<file path="config.mk">
export PLATFORM = sky130hd
export DESIGN_NAME = uart_tx_fifo
export DESIGN_NICKNAME = d
export VERILOG_FILES = /design/src/rtl/uart_pkg.sv /design/src/rtl/uart_baud_gen.sv /design/src/rtl/uart_tx_fifo.sv
export SDC_FILE = /design/constraint.sdc
export NUM_CORES = 1
export LEC_CHECK = 0
export CAP_MARGIN = 10
export CORE_ASPECT_RATIO = 2
export CORE_MARGIN = 1.5
export CORE_UTILIZATION = 50
export CTS_CLUSTER_DIAMETER = 80
export DETAILED_ROUTE_END_ITERATION = 7
export GPL_ROUTABILITY_DRIVEN = 0
export PLACE_DENSITY_LB_ADDON = 0.25
export SYNTH_ARGS = -nofsm -noshare
export SYNTH_HDL_FRONTEND = slang
export SYNTH_HIERARCHICAL = 1
export SYNTH_SLANG_ARGS = --single-unit
</file>
<file path="constraint.sdc">
create_clock -name sys_clk_i -period 4.9 [get_ports sys_clk_i]
set_clock_uncertainty 0.1 [all_clocks]
set_input_delay 0.98 -clock sys_clk_i [delete_from_list [all_inputs] [get_ports sys_clk_i]]
set_output_delay 0.98 -clock sys_clk_i [all_outputs]
set_load 0.1 [all_outputs]
</file>
<file path="src/rtl/uart_pkg.sv">
// Shared definitions for the UART transmitter (and the planned receiver).
// Holds the parity mode encodings and the transmit FSM state type.
package uart_pkg;

    localparam int PAR_NONE = 0;
    localparam int PAR_ODD  = 1;
    localparam int PAR_EVEN = 2;

    typedef enum logic [2:0] {
        IDLE,
        START,
        DATA,
        PAR,
        STOP
    } tx_state_e;

endpackage

</file>
<file path="src/rtl/uart_baud_gen.sv">
// Fractional baud-rate tick generator.
// A free-running phase accumulator adds BAUD every cycle and wraps modulo
// CLK_HZ; every wrap produces a one-cycle tick, so the long-run tick rate is
// exactly BAUD with no cumulative drift.
// Ports:
//   clk_i   system clock
//   rst_ni  asynchronous active-low reset (accumulator cleared to 0)
//   tick_o  one-cycle pulse, BAUD pulses per CLK_HZ cycles on average
module uart_baud_gen #(
    parameter int CLK_HZ = 70000000,
    parameter int BAUD   = 115200
) (
    input  logic clk_i,
    input  logic rst_ni,
    output logic tick_o
);

    localparam int AW = $clog2(CLK_HZ) + 1;
    localparam logic [AW:0] BAUD_W = (AW+1)'(BAUD);
    localparam logic [AW:0] CLK_W  = (AW+1)'(CLK_HZ);

    logic [AW-1:0] acc_q, acc_d;
    logic [AW:0]   sum;
    logic          tick;

    always_comb begin
        sum = {1'b0, acc_q} + BAUD_W;
        if (sum >= CLK_W) begin
            acc_d = AW'(sum - CLK_W);
            tick  = 1'b1;
        end else begin
            acc_d = sum[AW-1:0];
            tick  = 1'b0;
        end
    end

    always_ff @(posedge clk_i or negedge rst_ni) begin
        if (!rst_ni) begin
            acc_q <= '0;
        end else begin
            acc_q <= acc_d;
        end
    end

    // Tick depends only on the accumulator register, never on inputs.
    assign tick_o = tick;

endmodule

</file>
<file path="src/rtl/uart_tx_fifo.sv">
// Buffered, parametrised UART transmitter for console/debug output.
// Bytes written by the store unit are queued in a circular FIFO and sent
// LSB-first as start + DATA_BITS + optional parity + STOP_BITS frames.
// Queued bytes are sent back-to-back with no idle gap between frames.
// Ports:
//   sys_clk_i     system clock
//   sys_rstn_i    asynchronous active-low reset; aborts any frame, empties FIFO
//   uart_wr_i     write strobe, one word pushed per cycle while high
//   uart_dat_i    word to push
//   uart_full_o   FIFO full (registered); writes while high are dropped
//   uart_empty_o  FIFO empty (registered)
//   uart_level_o  FIFO occupancy (registered)
//   uart_ovf_o    one-cycle pulse per dropped write
//   uart_busy_o   frame on the line or FIFO non-empty
//   uart_tx       serial line, idle high (registered)
module uart_tx_fifo
    import uart_pkg::*;
#(
    parameter int CLK_HZ     = 70000000,
    parameter int BAUD       = 115200,
    parameter int DATA_BITS  = 8,
    parameter int PARITY     = 0,
    parameter int STOP_BITS  = 1,
    parameter int FIFO_DEPTH = 16
) (
    input  logic                          sys_clk_i,
    input  logic                          sys_rstn_i,
    input  logic                          uart_wr_i,
    input  logic [DATA_BITS-1:0]          uart_dat_i,
    output logic                          uart_full_o,
    output logic                          uart_empty_o,
    output logic [$clog2(FIFO_DEPTH):0]   uart_level_o,
    output logic                          uart_ovf_o,
    output logic                          uart_busy_o,
    output logic                          uart_tx
);

    localparam int PW = $clog2(FIFO_DEPTH) + 1;
    localparam int CW = $clog2(DATA_BITS);
    localparam logic [CW-1:0] LAST_BIT  = CW'(DATA_BITS - 1);
    localparam logic          STOP_INIT = (STOP_BITS == 2);

    if (BAUD < 1 || BAUD > CLK_HZ / 2) begin : g_bad_baud
        $error("uart_tx_fifo: BAUD must be in 1..CLK_HZ/2");
    end
    if (DATA_BITS < 5 || DATA_BITS > 9) begin : g_bad_data_bits
        $error("uart_tx_fifo: DATA_BITS must be in 5..9");
    end
    if (PARITY != PAR_NONE && PARITY != PAR_ODD && PARITY != PAR_EVEN) begin : g_bad_parity
        $error("uart_tx_fifo: PARITY must be 0, 1 or 2");
    end
    if (STOP_BITS != 1 && STOP_BITS != 2) begin : g_bad_stop_bits
        $error("uart_tx_fifo: STOP_BITS must be 1 or 2");
    end
    if (FIFO_DEPTH < 2 || (FIFO_DEPTH & (FIFO_DEPTH - 1)) != 0) begin : g_bad_depth
        $error("uart_tx_fifo: FIFO_DEPTH must be a power of 2 and >= 2");
    end

    logic tick;

    uart_baud_gen #(
        .CLK_HZ (CLK_HZ),
        .BAUD   (BAUD)
    ) u_baud_gen (
        .clk_i  (sys_clk_i),
        .rst_ni (sys_rstn_i),
        .tick_o (tick)
    );

    // FIFO storage and pointers
    logic [DATA_BITS-1:0] mem_q [FIFO_DEPTH];
    logic [PW-1:0]        wr_ptr_q, wr_ptr_d;
    logic [PW-1:0]        rd_ptr_q, rd_ptr_d;
    logic [PW-1:0]        level_q, level_d;
    logic                 full_q, full_d;
    logic                 empty_q, empty_d;
    logic                 ovf_q, ovf_d;
    logic                 busy_q, busy_d;
    logic                 push, pop;
    logic [DATA_BITS-1:0] head;

    // Transmit FSM
    tx_state_e            state_q, state_d;
    logic [DATA_BITS-1:0] shift_q, shift_d;
    logic [CW-1:0]        bit_cnt_q, bit_cnt_d;
    logic                 stop_cnt_q, stop_cnt_d;
    logic                 par_q, par_d;
    logic                 tx_q, tx_d;
    logic                 load;

    // Full is the registered pre-pop flag, so a pop in the same cycle does
    // not make room for a concurrent write.
    assign push = uart_wr_i && !full_q;
    assign head = mem_q[rd_ptr_q[PW-2:0]];

    always_ff @(posedge sys_clk_i) begin
        if (push) begin
            mem_q[wr_ptr_q[PW-2:0]] <= uart_dat_i;
        end
    end

    always_comb begin
        state_d    = state_q;
        shift_d    = shift_q;
        bit_cnt_d  = bit_cnt_q;
        stop_cnt_d = stop_cnt_q;
        par_d      = par_q;
        tx_d       = tx_q;
        load       = 1'b0;

        if (tick) begin
            case (state_q)
                IDLE: begin
                    load = !empty_q;
                end
                START: begin
                    tx_d      = shift_q[0];
                    shift_d   = shift_q >> 1;
                    bit_cnt_d = LAST_BIT;
                    state_d   = DATA;
                end
                DATA: begin
                    if (bit_cnt_q == '0) begin
                        if (PARITY != PAR_NONE) begin
                            tx_d    = par_q;
                            state_d = PAR;
                        end else begin
                            tx_d       = 1'b1;
                            stop_cnt_d = STOP_INIT;
                            state_d    = STOP;
                        end
                    end else begin
                        tx_d      = shift_q[0];
                        shift_d   = shift_q >> 1;
                        bit_cnt_d = bit_cnt_q - CW'(1);
                    end
                end
                PAR: begin
                    tx_d       = 1'b1;
                    stop_cnt_d = STOP_INIT;
                    state_d    = STOP;
                end
                STOP: begin
                    if (stop_cnt_q) begin
                        stop_cnt_d = 1'b0;
                    end else if (!empty_q) begin
                        load = 1'b1;
                    end else begin
                        state_d = IDLE;
                    end
                end
                default: begin
                    tx_d    = 1'b1;
                    state_d = IDLE;
                end
            endcase
        end

        // Shared by IDLE and back-to-back STOP: pop the head, latch its
        // parity and start driving the start bit.
        if (load) begin
            shift_d = head;
            par_d   = (PARITY == PAR_ODD) ? ~(^head) : ^head;
            tx_d    = 1'b0;
            state_d = START;
        end
        pop = load;
    end

    always_comb begin
        wr_ptr_d = wr_ptr_q + PW'(push);
        rd_ptr_d = rd_ptr_q + PW'(pop);
        level_d  = wr_ptr_d - rd_ptr_d;
        full_d   = (level_d == PW'(FIFO_DEPTH));
        empty_d  = (level_d == '0);
        ovf_d    = uart_wr_i && full_q;
        busy_d   = (state_d != IDLE) || !empty_d;
    end

    always_ff @(posedge sys_clk_i or negedge sys_rstn_i) begin
        if (!sys_rstn_i) begin
            wr_ptr_q   <= '0;
            rd_ptr_q   <= '0;
            level_q    <= '0;
            full_q     <= 1'b0;
            empty_q    <= 1'b1;
            ovf_q      <= 1'b0;
            busy_q     <= 1'b0;
            state_q    <= IDLE;
            shift_q    <= '0;
            bit_cnt_q  <= '0;
            stop_cnt_q <= 1'b0;
            par_q      <= 1'b0;
            tx_q       <= 1'b1;
        end else begin
            wr_ptr_q   <= wr_ptr_d;
            rd_ptr_q   <= rd_ptr_d;
            level_q    <= level_d;
            full_q     <= full_d;
            empty_q    <= empty_d;
            ovf_q      <= ovf_d;
            busy_q     <= busy_d;
            state_q    <= state_d;
            shift_q    <= shift_d;
            bit_cnt_q  <= bit_cnt_d;
            stop_cnt_q <= stop_cnt_d;
            par_q      <= par_d;
            tx_q       <= tx_d;
        end
    end

    assign uart_full_o  = full_q;
    assign uart_empty_o = empty_q;
    assign uart_level_o = level_q;
    assign uart_ovf_o   = ovf_q;
    assign uart_busy_o  = busy_q;
    assign uart_tx      = tx_q;

endmodule
</file>
==> metrics.csv <==
stage;metric;value;unit
status;status;complete, no violations;
detailed_routing;totalWireLength;18800;um
cts;insertion_delay;0.43;ns
placed_design;place_worst_setup_slack;-0.00564;ns
grt;use_met1;0.196;
setup_path;slowest_stage;or4_4;
detailed_routing;drtIter0Drc;232;
setup_path;path_buf_inv;5;
job;max-cap-violations;0;
yosys;synth_nets;617;
yosys;yosysSeqAreaShare;0.622;
yosys;synth_top_cell_by_area;edfxtp_1;
setup_path;worstPathCellList;buf_6 -> ha_4 -> nand4_1 -> nand2_1 -> or3_1 -> a31o_1 -> nand4b_4 -> a31oi_4 -> nor2_4 -> inv_2 -> inv_2 -> or4_4 -> clkinv_4 -> buf_4 -> ha_2 -> xnor2_2 -> ha_1 -> a221oi_2 -> xnor2_1 -> or4_4 -> a211o_1;
sta;fmax;206;MHz
floorplan;die_w;94.6;um
cts;root_buffer;clkbuf_16;
cts;cts.sinks;183;
yosys;yosysTopAreaCellShare;0.458;
final_layout;antenna-diode-count;0;
sta;slew_headroom;0.284;
detailed_routing;viasPerCell;5.84;
hold_path;min_to;wr_ptr_q[4];
floorplan;die_y;186;um
setup_path;critPathRequiredTime;5.11;ns
final_layout;layout-drive-gt1-share;0.239;
yosys;ys.flop_type;edfxtp_1;
grt;met3_usage;0.0350;
setup_path;r2r_end;uart_busy_o;
detailed_routing;firstDrtPassIters;4;
yosys;synth_edf_count;128;
hold_path;whs_path_depth;1;
grt;grt-ovfl-total;0;
yosys;yosys_register_bits;183;
floorplan;pin_count;21;
final_layout;layout.nets;683;
setup_path;path_class;reg2reg;
grt;grt_max_degree;56;
cts;path_clk_slew;0.07;ns
grt;grt_pass1_wl;28300;um
yosys;synthTopCellsByArea;edfxtp_1 (46%), dfrtp_1 (16%), mux4_2 (4.6%), mux2i_1 (4.5%), xnor2_1 (2.7%);
setup_path;r2r_slack;0.04;ns
hold_path;min-delay-start;wr_ptr_q[4];
detailed_routing;route.detailed.drc;0;
yosys;synth_most_common_cell;edfxtp_1;
cts;clockBufferDepth;2;
grt;antenna_found_initial;0;
yosys;synth.avg_cell_area;14.2;um^2
detailed_routing;wire_per_inst;21.5;um
pwr;power.leakage;0.00358;uW
grt;grt_busiest_layer;met2;
pwr;p_per_area;417;nW/um^2
sta;finalHoldViolations;0;
yosys;synthTopCellsByCount;edfxtp_1 (128), dfrtp_1 (53), nor2_1 (40);
yosys;synth.cell_area;8390;um^2
sta;period_minus_slack;4.86;ns
setup_path;r2r-start;u_baud_gen/acc_q[9];
setup_path;cp.arrival;5.06;ns
yosys;synth.distinct_cells;82;
cts;htreeDepth;4;
floorplan;dieArea;17600;um^2
placed_design;dp_hpwl;13500;um
hold_path;hold_path_class;reg2reg;
yosys;ys_warn_count;6;
grt;use_met2;0.444;
setup_path;slowest_delay;0.53;ns
pwr;ir_drop;386;uV
floorplan;core;16400;um^2
setup_path;worst-path-max-fanout;7;
sta;slew_viol_final;0;
cts;cts_buffers;17;
final_layout;area_growth;17.0;%
final_layout;final_util;0.601;
floorplan;fp-row-count;66;
cts;cts_tree;built;
yosys;async_flop_share;0.301;
placed_design;port_buffers;20;
sta;period_share;0.991;
sta;tightest_slew;1.07;ns
detailed_routing;ant_nets;0;
sta;fin_ws;0.0428;ns
setup_path;endpoint_kind;flop;
sta;grt_setup_unrepaired;true;
yosys;netlist_instances;591;
sta;setup_viol;0;
detailed_routing;vias;5102;
grt;grt_pass1_vias;5376;
grt;groute.usage.overall;0.226;
setup_path;startpoint_type;flop;
floorplan;start_util;0.513;
setup_path;reg2reg_depth;21;
setup_path;cp_top_family;simple AND/OR/NAND/NOR gates;
-- what timing repair did --
item | 4_1_cts | 5_1_grt
setup buffers | 1 | 14
gates resized for setup | 1 | 27
endpoints found under the hold margin | 0 | 0
hold buffers | 0 | 0
pin swaps | 1 | 11
endpoints found under the setup margin | 1 | 3
-- through the flow --
step | power (uW) | setup TNS [ns] | instances | cell area [um^2] | hold WS (ns)
finish | 4100 | 0 | 874 | 9820 | 0.382
global placement | 2670 | 0 | 827 | 9010 | 0.368
CTS | 4080 | 0 | 860 | 9620 | 0.387
detailed placement | 2690 | -0.00564 | 827 | 9010 | 0.373
floorplan | 2450 | -0.000480 | 591 | 8420 | 0.344
global route | 4250 | -0.122 | 874 | 9820 | 0.388
-- final cells by class --
class	instances	area [um^2]
clock inverters	14	170
repair buffers	72	591
well taps	204	255
clock buffers	18	429
fillers	1260	6530
multi-input cells	361	3060
flip-flops and latches	183	5230
inverters	22	87.6
-- registers in the layout (all words and copies together) (netlist names) --
| signal | count |
|---|---|
| uart_level_o | 5 |
| uart_busy_o | 1 |
| mem_q | 128 |
| u_baud_gen/acc_q | 21 |
| wr_ptr_q | 5 |
| rd_ptr_q | 5 |
| state_q | 3 |
| uart_empty_o | 1 |
| uart_full_o | 1 |
| bit_cnt_q | 3 |
| uart_tx | 1 |
| shift_q | 8 |
| uart_ovf_o | 1 |
-- cell usage in the layout, fill, tap and decap left out, types with 12 or more instances in the layout --
cell and count:
a22oi_1 21, mux2i_1 38, o211ai_1 13, o21ai_0 12
nand2_1 17, edfxtp_1 128, a21oi_1 15, inv_1 18
dfrtp_1 46, buf_4 49, mux4_2 17, nor2_1 38
clkbuf_16 17, nand3_1 22, clkdlybuf4s50_1 19, xnor2_1 25
-- metal layers --
metal | wire (um) | vias up
met5 | 0 | -
met4 | 1200 | 0
met3 | 450 | 59
met2 | 11000 | 122
met1 | 6130 | 2563
li1 | - | 2358
-- worst max path at each step --
stage	startpoint	end	slack, ns	cells past startpoint
finish	u_baud_gen/acc_q[9]	uart_busy_o	0.04	21
global route	u_baud_gen/acc_q[9]	uart_busy_o	-0.12	22
CTS	u_baud_gen/acc_q[14]	uart_busy_o	0.03	21
detailed placement	u_baud_gen/acc_q[10]	uart_busy_o	-0.006	21
global placement	u_baud_gen/acc_q[9]	uart_busy_o	0.11	21
floorplan	u_baud_gen/acc_q[10]	uart_busy_o	-0.0005	22
-- where the power goes --
group          leakage [uW]  total, uW  internal (uW)  switching, uW
Sequential          0.00185       1910           1840           78.8
Combinational       0.00144        799            261            538
Clock              0.000287       1380            807            578
Total               0.00358       4100           2900           1190
-- kinds of logic after synthesis --
logic type / share of synthesized area
flops: 0.622
simple gates: 0.105
compound gates: 0.0859
mux: 0.0923
buf+inv: 0.0270
xor+xnor: 0.0443
fa+ha+maj: 0.0233
Power figures use the tool's default switching activity.
